==> src/rtl/axis_sync_join_2_pkg.sv <==
// Shared definitions for the two-channel AXI-Stream join and its input slices.
package axis_sync_join_2_pkg;

  localparam int unsigned DEF_DATA_WIDTH = 16;

  // A side may only be consumed when downstream accepts and the partner side has a beat.
  function automatic logic join_pop(input logic out_ready, input logic partner_valid);
    return out_ready & partner_valid;
  endfunction

endpackage

==> src/rtl/axis_skid_slice.sv <==
// Two-entry skid register slice: main reg feeds the output, skid reg absorbs one
// extra beat so in_ready can be a flop and throughput stays at one beat per cycle.
module axis_skid_slice
  import axis_sync_join_2_pkg::*;
#(
  parameter int unsigned DATA_WIDTH = DEF_DATA_WIDTH
) (
  input  logic                  clk,
  input  logic                  rst,
  input  logic                  in_valid,
  output logic                  in_ready,
  input  logic [DATA_WIDTH-1:0] in_data,
  output logic                  out_valid,
  input  logic                  out_ready,
  output logic [DATA_WIDTH-1:0] out_data
);

  localparam logic [1:0] ST_EMPTY = 2'd0;
  localparam logic [1:0] ST_ONE   = 2'd1;
  localparam logic [1:0] ST_TWO   = 2'd2;

  logic [1:0]            state_q, state_d;
  logic                  ready_q, ready_d;
  logic [DATA_WIDTH-1:0] main_q, main_d;
  logic [DATA_WIDTH-1:0] skid_q, skid_d;
  logic                  push, pop;

  // Both handshakes are forced low while rst is held so buffered beats are not exposed.
  assign in_ready  = ready_q & ~rst;
  assign out_valid = (state_q != ST_EMPTY) & ~rst;
  assign out_data  = main_q;

  assign push = in_valid & in_ready;
  assign pop  = out_valid & out_ready;

  always_comb begin
    state_d = state_q;
    main_d  = main_q;
    skid_d  = skid_q;
    case (state_q)
      ST_EMPTY: begin
        if (push) begin
          main_d  = in_data;
          state_d = ST_ONE;
        end
      end
      ST_ONE: begin
        if (push && pop) begin
          main_d = in_data;
        end else if (push) begin
          skid_d  = in_data;
          state_d = ST_TWO;
        end else if (pop) begin
          state_d = ST_EMPTY;
        end
      end
      ST_TWO: begin
        if (pop) begin
          main_d  = skid_q;
          state_d = ST_ONE;
        end
      end
      default: state_d = ST_EMPTY;
    endcase
    ready_d = (state_d != ST_TWO);
  end

  always_ff @(posedge clk) begin
    if (rst) begin
      state_q <= ST_EMPTY;
      ready_q <= 1'b1;
    end else begin
      state_q <= state_d;
      ready_q <= ready_d;
    end
    main_q <= main_d;
    skid_q <= skid_d;
  end

endmodule

==> src/rtl/axis_sync_join_2.sv <==
// Joins two AXI-Stream channels into one beat stream; both sides are consumed
// together. LATCH selects a registered skid slice on each input or a pure wire join.
module axis_sync_join_2
  import axis_sync_join_2_pkg::*;
#(
  parameter int unsigned DATA_WIDTH_0 = DEF_DATA_WIDTH,
  parameter int unsigned DATA_WIDTH_1 = DEF_DATA_WIDTH,
  parameter bit          LATCH        = 1'b1
) (
  input  logic                    clk,
  input  logic                    rst,
  input  logic                    input_0_valid,
  output logic                    input_0_ready,
  input  logic [DATA_WIDTH_0-1:0] input_0_data,
  input  logic                    input_1_valid,
  output logic                    input_1_ready,
  input  logic [DATA_WIDTH_1-1:0] input_1_data,
  output logic                    output_valid,
  input  logic                    output_ready,
  output logic [DATA_WIDTH_0-1:0] output_data_0,
  output logic [DATA_WIDTH_1-1:0] output_data_1
);

  logic a0, a1;
  logic pop0, pop1;

  assign output_valid = a0 & a1;
  assign pop0         = join_pop(output_ready, a1);
  assign pop1         = join_pop(output_ready, a0);

  generate
    if (LATCH) begin : g_latch
      axis_skid_slice #(
        .DATA_WIDTH(DATA_WIDTH_0)
      ) u_slice_0 (
        .clk      (clk),
        .rst      (rst),
        .in_valid (input_0_valid),
        .in_ready (input_0_ready),
        .in_data  (input_0_data),
        .out_valid(a0),
        .out_ready(pop0),
        .out_data (output_data_0)
      );

      axis_skid_slice #(
        .DATA_WIDTH(DATA_WIDTH_1)
      ) u_slice_1 (
        .clk      (clk),
        .rst      (rst),
        .in_valid (input_1_valid),
        .in_ready (input_1_ready),
        .in_data  (input_1_data),
        .out_valid(a1),
        .out_ready(pop1),
        .out_data (output_data_1)
      );
    end else begin : g_bypass
      // Stateless variant: clock and reset are intentionally left without loads.
      logic unused_clk_rst;
      assign unused_clk_rst = clk ^ rst;

      assign a0            = input_0_valid;
      assign a1            = input_1_valid;
      assign input_0_ready = pop0;
      assign input_1_ready = pop1;
      assign output_data_0 = input_0_data;
      assign output_data_1 = input_1_data;
    end
  endgenerate

endmodule

==> config.mk <==
export PLATFORM = sky130hd
export DESIGN_NAME = axis_sync_join_2
export DESIGN_NICKNAME = d
export VERILOG_FILES = /design/src/rtl/axis_sync_join_2_pkg.sv /design/src/rtl/axis_skid_slice.sv /design/src/rtl/axis_sync_join_2.sv
export SDC_FILE = /design/constraint.sdc
export NUM_CORES = 1
export LEC_CHECK = 0
export BUFFER_PORTS_ARGS = -buffer_cell sky130_fd_sc_hd__buf_4
export CAP_MARGIN = 20
export CELL_PAD_IN_SITES_DETAIL_PLACEMENT = 0
export CELL_PAD_IN_SITES_GLOBAL_PLACEMENT = 1
export CORE_ASPECT_RATIO = 1.4
export CORE_UTILIZATION = 43
export CTS_CLUSTER_DIAMETER = 100
export DETAILED_ROUTE_END_ITERATION = 16
export PLACE_DENSITY = 0.77
export SLEW_MARGIN = 20
export SYNTH_ARGS = -nofsm -noshare
export SYNTH_HDL_FRONTEND = slang
export SYNTH_SLANG_ARGS = --single-unit
==> constraint.sdc <==
create_clock -name clk -period 2.7 [get_ports clk]
set_clock_uncertainty 0.2 [all_clocks]
set_input_delay 0 -clock clk [delete_from_list [all_inputs] [get_ports clk]]
set_output_delay 0 -clock clk [all_outputs]
set_load 0.01 [all_outputs]
==> flow_summary.json, run 1 <==
{
  "finalSetupTns_ns": 0,
  "synth_nets": 179,
  "ys_seq_elements": 70,
  "stdcell_area_sq_mm": 0.00396,
  "layout_min_cycle_time_ns": 1.93,
  "register_area_sq_mm": 0.00204,
  "crit_buf_inv": 2,
  "area_growth_pct": 42.5,
  "htree_levels": 3,
  "ys_seq_area_share_pct": 73.5,
  "synth_edf_count": 64,
  "path_clk_slew_ns": 0.07,
  "hold_viol": 0,
  "dr_total_vias": 1603,
  "syn_area_sq_mm": 0.00278,
  "max_slew.worst_pin.slew_ns": 0.412,
  "cp.arrival_ns": 2.01,
  "critPathTopFamily": "buffers and inverters",
  "vdd_drop_max_mv": 0.417,
  "async_flop_share_pct": 0,
  "multi_input_area_sq_um": 677,
  "max_stage_delay_ns": 0.57,
  "ys_warn_count": 0,
  "synth_common_cells": "edfxtp_1 (64), mux2_4 (18), mux2_2 (14)",
  "grt_antenna_before_repair": 0,
  "drive_above_1_share_pct": 49.4,
  "io_pins": 72,
  "place_congestion": 0.725,
  "start_util_pct": 44.7,
  "fin_crit_sh_pct": 71.4,
  "rsz0062_at_grt": "false",
  "grt-ovfl-total": 0,
  "synth_most_common_cell": "edfxtp_1",
  "first_pass_iters": 4,
  "critPathCaptureType": "flop",
  "synth_cells": 142,
  "p_leak_nw": 1.52,
  "drt_iter0_drc": 69,
  "final_max_slew_viol_count": 0,
  "cts_buffers": 9,
  "avgSynthCellArea_sq_um": 19.6,
  "outcome": "finished, final reports clean",
  "synth_top_area_share_pct": 69.2,
  "worst_setup_path_start_kind": "flop",
  "track_usage_pct": 14.9,
  "cts_max_path_buffers": 2,
  "setup_viol": 0,
  "grt_max_degree": 18,
  "slew_headroom_pct": 72.5,
  "max_freq_mhz": 519,
  "clkSinkCount": 70,
  "clockRootBuffer": "clkbuf_8",
  "rrSetupSlack_ns": 0.77,
  "synth.distinct_cells": 26,
  "place_area_sq_mm": 0.00339,
  "die_w_um": 69.9,
  "grt_pass1_vias": 1665,
  "cts_tree": "done",
  "rows": 34,
  "routedWlPerCell_um": 14.2,
  "crit_required_ns": 2.78,
  "die_h_um": 97.1,
  "postLayoutCoreUtil_pct": 63.7,
  "dp_hpwl_mm": 3.11,
  "cp_cell_sequence": "nor2b_2, buf_4, o21bai_4, a31oi_2, dlygate4sd3_1",
  "synth_flop_cell": "edfxtp_1",
  "criticalPathCategory": "flop to flop",
  "power_per_cell_area_mw_per_mm2": 645,
  "hp-class": "input pin to flop",
  "routed_wl_mm": 4.83,
  "antenna_cells": 0,
  "fin_nets": 299,
  "grt_pass1_wl_mm": 7.64,
  "io_buffers": 71,
  "yosysTopAreaCell": "edfxtp_1",
  "cap_violations": 0,
  "crit_fanout": 17,
  "die-area_sq_mm": 0.00679,
  "viasPerCell": 4.73,
  "drc": 0,
  "clk-insertion-delay-late_ns": 0.34,
  "synth_area_leaders": "edfxtp_1 (69%), mux2_4 (9.7%), mux2_2 (5.7%), dfxtp_1 (4.3%), buf_12 (1.4%)",
  "antenna_left": 0,
  "fillers": 475,
  "coreArea_sq_mm": 0.00621,
  "cp_slowest_cell": "dlygate4sd3_1"
}
-- report_power, final --
part	total (mW)	switching, mW	internal, mW
registers	1.30	0.0264	1.27
logic	0.366	0.152	0.214
clock network	0.890	0.376	0.513
-- cell usage in the layout, fill, tap and decap left out --
cell type,instances
clkinvlp_4,1
and3b_2,1
inv_6,1
a21o_2,2
nor3_1,2
or2b_2,1
o21ai_0,2
a21oi_2,1
nor2b_4,1
mux2_4,18
nand4b_1,1
nor2b_2,1
dfxtp_1,6
o21bai_4,1
and2b_2,1
dlygate4sd3_1,36
nand3_1,3
mux2_2,14
a311oi_1,1
nor2b_1,2
buf_4,77
clkbuf_8,9
o21bai_1,2
nand2_1,4
bufinv_16,2
a21oi_1,3
a31oi_2,1
or2b_1,1
and3b_1,1
clkinv_1,3
edfxtp_1,64
nor2_1,4
-- final timing paths --
kind	start	endpoint	depth (start not counted)
worst max register to register	g_latch.u_slice_0.state_q[1]$_SDFF_PP0_	g_latch.u_slice_0.state_q[0]$_SDFF_PP0_	5
worst min-delay path	input_0_valid	g_latch.u_slice_0.state_q[1]$_SDFF_PP0_	4
worst max-delay path	g_latch.u_slice_0.state_q[1]$_SDFF_PP0_	g_latch.u_slice_0.state_q[0]$_SDFF_PP0_	5
worst min register to register	g_latch.u_slice_0.skid_q[3]$_DFFE_PP_	g_latch.u_slice_0.out_data[3]$_DFFE_PP_	1
-- cells by family after synthesis --
| kind of cell | after synthesis | share of synthesized area [%] |
|---|---|---|
| AND/OR/NAND/NOR | 23 | 5.13 |
| multiplexers | 32 | 15.4 |
| buffers and inverters | 4 | 2.25 |
| flip-flops | 70 | 73.5 |
| AO/OA/AOI/OAI | 13 | 3.69 |
-- final cells by class --
cell class / count / area share, %
Sequential cell: 70 / 51.6
Multi-Input combinational cell: 68 / 17.1
Tap cell: 72 / 2.28
Clock buffer: 9 / 3.13
Clock inverter: 7 / 2.21
Timing Repair Buffer: 113 / 23.7
-- registers in the layout (all words and copies together), names as in the netlist --
signal / cells
g_latch.u_slice_0.out_data: 16
g_latch.u_slice_0.skid_q: 16
g_latch.u_slice_1.out_data: 16
g_latch.u_slice_1.skid_q: 16
g_latch.u_slice_0.state_q: 2
g_latch.u_slice_1.state_q: 2
g_latch.u_slice_0.ready_q: 1
g_latch.u_slice_1.ready_q: 1
-- tightest hold or removal path, cell delays in order --
cell and delay [ns]:
buf_4 0.12, and3b_2 0.23, nand2_1 0.11, a21oi_1 0.08
-- through the flow --
step	power [mW]	std cells	hold WS, ns	setup WS, ns
6_report	2.55	339	0.0455	0.773
5_1_grt	2.65	339	0.0742	0.672
4_1_cts	2.58	339	0.0346	0.774
3_5_place_dp	1.64	287	-0.0114	0.857
3_3_place_gp	1.64	287	-0.0108	0.897
2_1_floorplan	1.51	142	-0.154	0.403
-- layer usage --
layer / track usage (%) / share of wire, % / wire length, um / vias up
met1: 15.9 / 40 / 1940 / 740
met2: 26.3 / 52 / 2520 / 60
li1: - / - / - / 793
met5: 0 / 0 / 0 / -
met3: 3.42 / 5.5 / 264 / 10
met4: 8.77 / 2.1 / 102 / 0
-- timing repair --
action                                 in CTS  in global routing
hold buffers                               36                  0
setup endpoints to repair                   0                  0
gates resized for setup                     0                  0
buffers inserted                            0                  0
endpoints found under the hold margin      70                  0
Note: power is estimated with default switching activity, not from simulation.
==> inputs of run 2 (changes only) <==
clock period = 1.99 ns   (was 2.7 ns; I/O delays follow)
==> flow_summary.json, run 2 (same netlist as run 1, synthesis figures left out) <==
{
  "outcome": "finished, final reports clean",
  "hold_viol": 0,
  "fillers": 465,
  "routed_wl_mm": 4.79,
  "grt_pass1_wl_mm": 7.94,
  "io_buffers": 71,
  "max_stage_delay_ns": 0.58,
  "rows": 34,
  "coreArea_sq_mm": 0.00621,
  "layout_common_cells": "buf_4 (73), edfxtp_1 (64), dlygate4sd3_1 (36)",
  "power_per_cell_area_mw_per_mm2": 833,
  "final_max_slew_viol_count": 0,
  "max_slew.worst_pin.slew_ns": 0.411,
  "ff2ff_path_depth": 5,
  "rrSetupSlack_ns": 0.11,
  "criticalPathCategory": "flop to flop",
  "fin_nets": 299,
  "crit_end": "g_latch.u_slice_1.state_q[0]$_SDFF_PP0_",
  "die_h_um": 97.1,
  "clk-insertion-delay-late_ns": 0.33,
  "register_area_sq_mm": 0.00204,
  "cts_tree": "done",
  "cts_buffers": 9,
  "cp_slowest_cell": "dlygate4sd3_1",
  "drive_above_1_share_pct": 49.6,
  "clkSinkCount": 70,
  "dr_total_vias": 1615,
  "crit_required_ns": 2.06,
  "first_pass_iters": 4,
  "io_pins": 72,
  "power.internal_mw": 2.60,
  "viasPerCell": 4.78,
  "setup_viol": 0,
  "p_leak_nw": 1.52,
  "htree_levels": 3,
  "combPwrFrac_pct": 15.6,
  "grt_max_degree": 18,
  "path_clk_slew_ns": 0.06,
  "routedWlPerCell_um": 14.2,
  "critPathCaptureType": "flop",
  "p_seq_share_pct": 53.2,
  "vdd_drop_max_mv": 0.711,
  "drc": 0,
  "crit_fanout": 17,
  "clockRootBuffer": "clkbuf_8",
  "cp_cell_sequence": "nor2b_4, buf_12, nor3_1, a311oi_1, dlygate4sd3_1",
  "area_growth_pct": 43.2,
  "dp_hpwl_mm": 3.19,
  "fin_crit_sh_pct": 94.7,
  "worstReg2RegEnd": "g_latch.u_slice_1.state_q[0]$_SDFF_PP0_",
  "multi_input_area_sq_um": 681,
  "rsz0062_at_grt": "false",
  "start_util_pct": 44.7,
  "switchingPower_uw": 712,
  "postLayoutCoreUtil_pct": 64.0,
  "cts_max_path_buffers": 2,
  "antenna_cells": 0,
  "stdcell_area_sq_mm": 0.00398,
  "die-area_sq_mm": 0.00679,
  "finalSetupTns_ns": 0,
  "slew_headroom_pct": 72.5,
  "grt_antenna_before_repair": 0,
  "drt_iter0_drc": 101,
  "die_w_um": 69.9,
  "worst_setup_path_start_kind": "flop",
  "setup.worst_path.start": "g_latch.u_slice_1.state_q[1]$_SDFF_PP0_",
  "cap_violations": 0,
  "layout_min_cycle_time_ns": 1.88,
  "place_area_sq_mm": 0.00344,
  "grt_pass1_vias": 1695,
  "hp-class": "input pin to flop",
  "antenna_left": 0,
  "final_common_cell": "buf_4",
  "max_freq_mhz": 531,
  "clkPwrFrac_pct": 31.1,
  "netSwitchingFraction_pct": 21.5,
  "r2r_start": "g_latch.u_slice_1.state_q[1]$_SDFF_PP0_",
  "place_congestion": 0.684,
  "track_usage_pct": 15.0,
  "holdWs_ns": 0.0485,
  "grt-ovfl-total": 0,
  "cp.arrival_ns": 1.95
}
[run 2: what timing repair did]
| item | CTS | global route |
|---|---|---|
| endpoints found under the setup margin | 0 | 1 |
| buffers inserted | 0 | 0 |
| hold buffers | 36 | 0 |
| endpoints found under the hold margin | 86 | 0 |
| gates resized for setup | 0 | 1 |
[run 2: layer usage]
layer  GRT usage (%)  vias up  part of all wire, %
li1                -      794                    -
met1            18.0      750                   43
met2            24.5       65                   48
met3            4.46        6                  7.5
met4            6.92        0                  1.1
met5               0        -                    0
[run 2: critical path, delay by kind of cell (launching register included)]
kind	cells	cell delay (ns)
buffers and inverters	2	0.76
DFF	1	0.36
and+or+nand+nor	2	0.26
AOI/OAI and AO/OA	1	0.25
[run 2: final cells by class]
class                   instances  share of cell area, %
clock buffers                  12                   3.40
clock inverters                 3                  0.975
multi-input cells              68                   17.1
flip-flops and latches         70                   51.4
well taps                      72                   2.27
repair buffers                113                   24.9
[run 2: through the flow]
| stage | setup slack (ns) | power [mW] | instances |
|---|---|---|---|
| floorplan | -0.111 | 2.04 | 142 |
| global placement | 0.243 | 2.25 | 287 |
| detailed placement | 0.185 | 2.25 | 287 |
| CTS | 0.0518 | 3.35 | 338 |
| global route | 0.00309 | 3.45 | 338 |
| finish | 0.106 | 3.31 | 338 |
[run 2: power groups by stage]
stage               sequential (mW)  combinational (mW)  clock (mW)
floorplan                      1.82               0.228           0
finish                         1.76               0.517        1.03
global route                   1.77               0.558        1.12
global placement               1.79               0.455           0
detailed placement             1.79               0.460           0
CTS                            1.76               0.523        1.06
[run 2: worst min-delay path by stage]
stage / from / endpoint / slack [ns] / cells after the start
6_report: input_0_valid / g_latch.u_slice_0.state_q[1]$_SDFF_PP0_ / 0.05 / 4
5_1_grt: input_0_valid / g_latch.u_slice_0.state_q[1]$_SDFF_PP0_ / 0.06 / 4
4_1_cts: input_0_valid / g_latch.u_slice_0.state_q[1]$_SDFF_PP0_ / 0.03 / 4
3_5_place_dp: input_1_data[5] / g_latch.u_slice_1.skid_q[5]$_DFFE_PP_ / -0.01 / 1
3_3_place_gp: input_1_data[5] / g_latch.u_slice_1.skid_q[5]$_DFFE_PP_ / -0.01 / 1
2_1_floorplan: rst / input_0_ready / -0.15 / 1
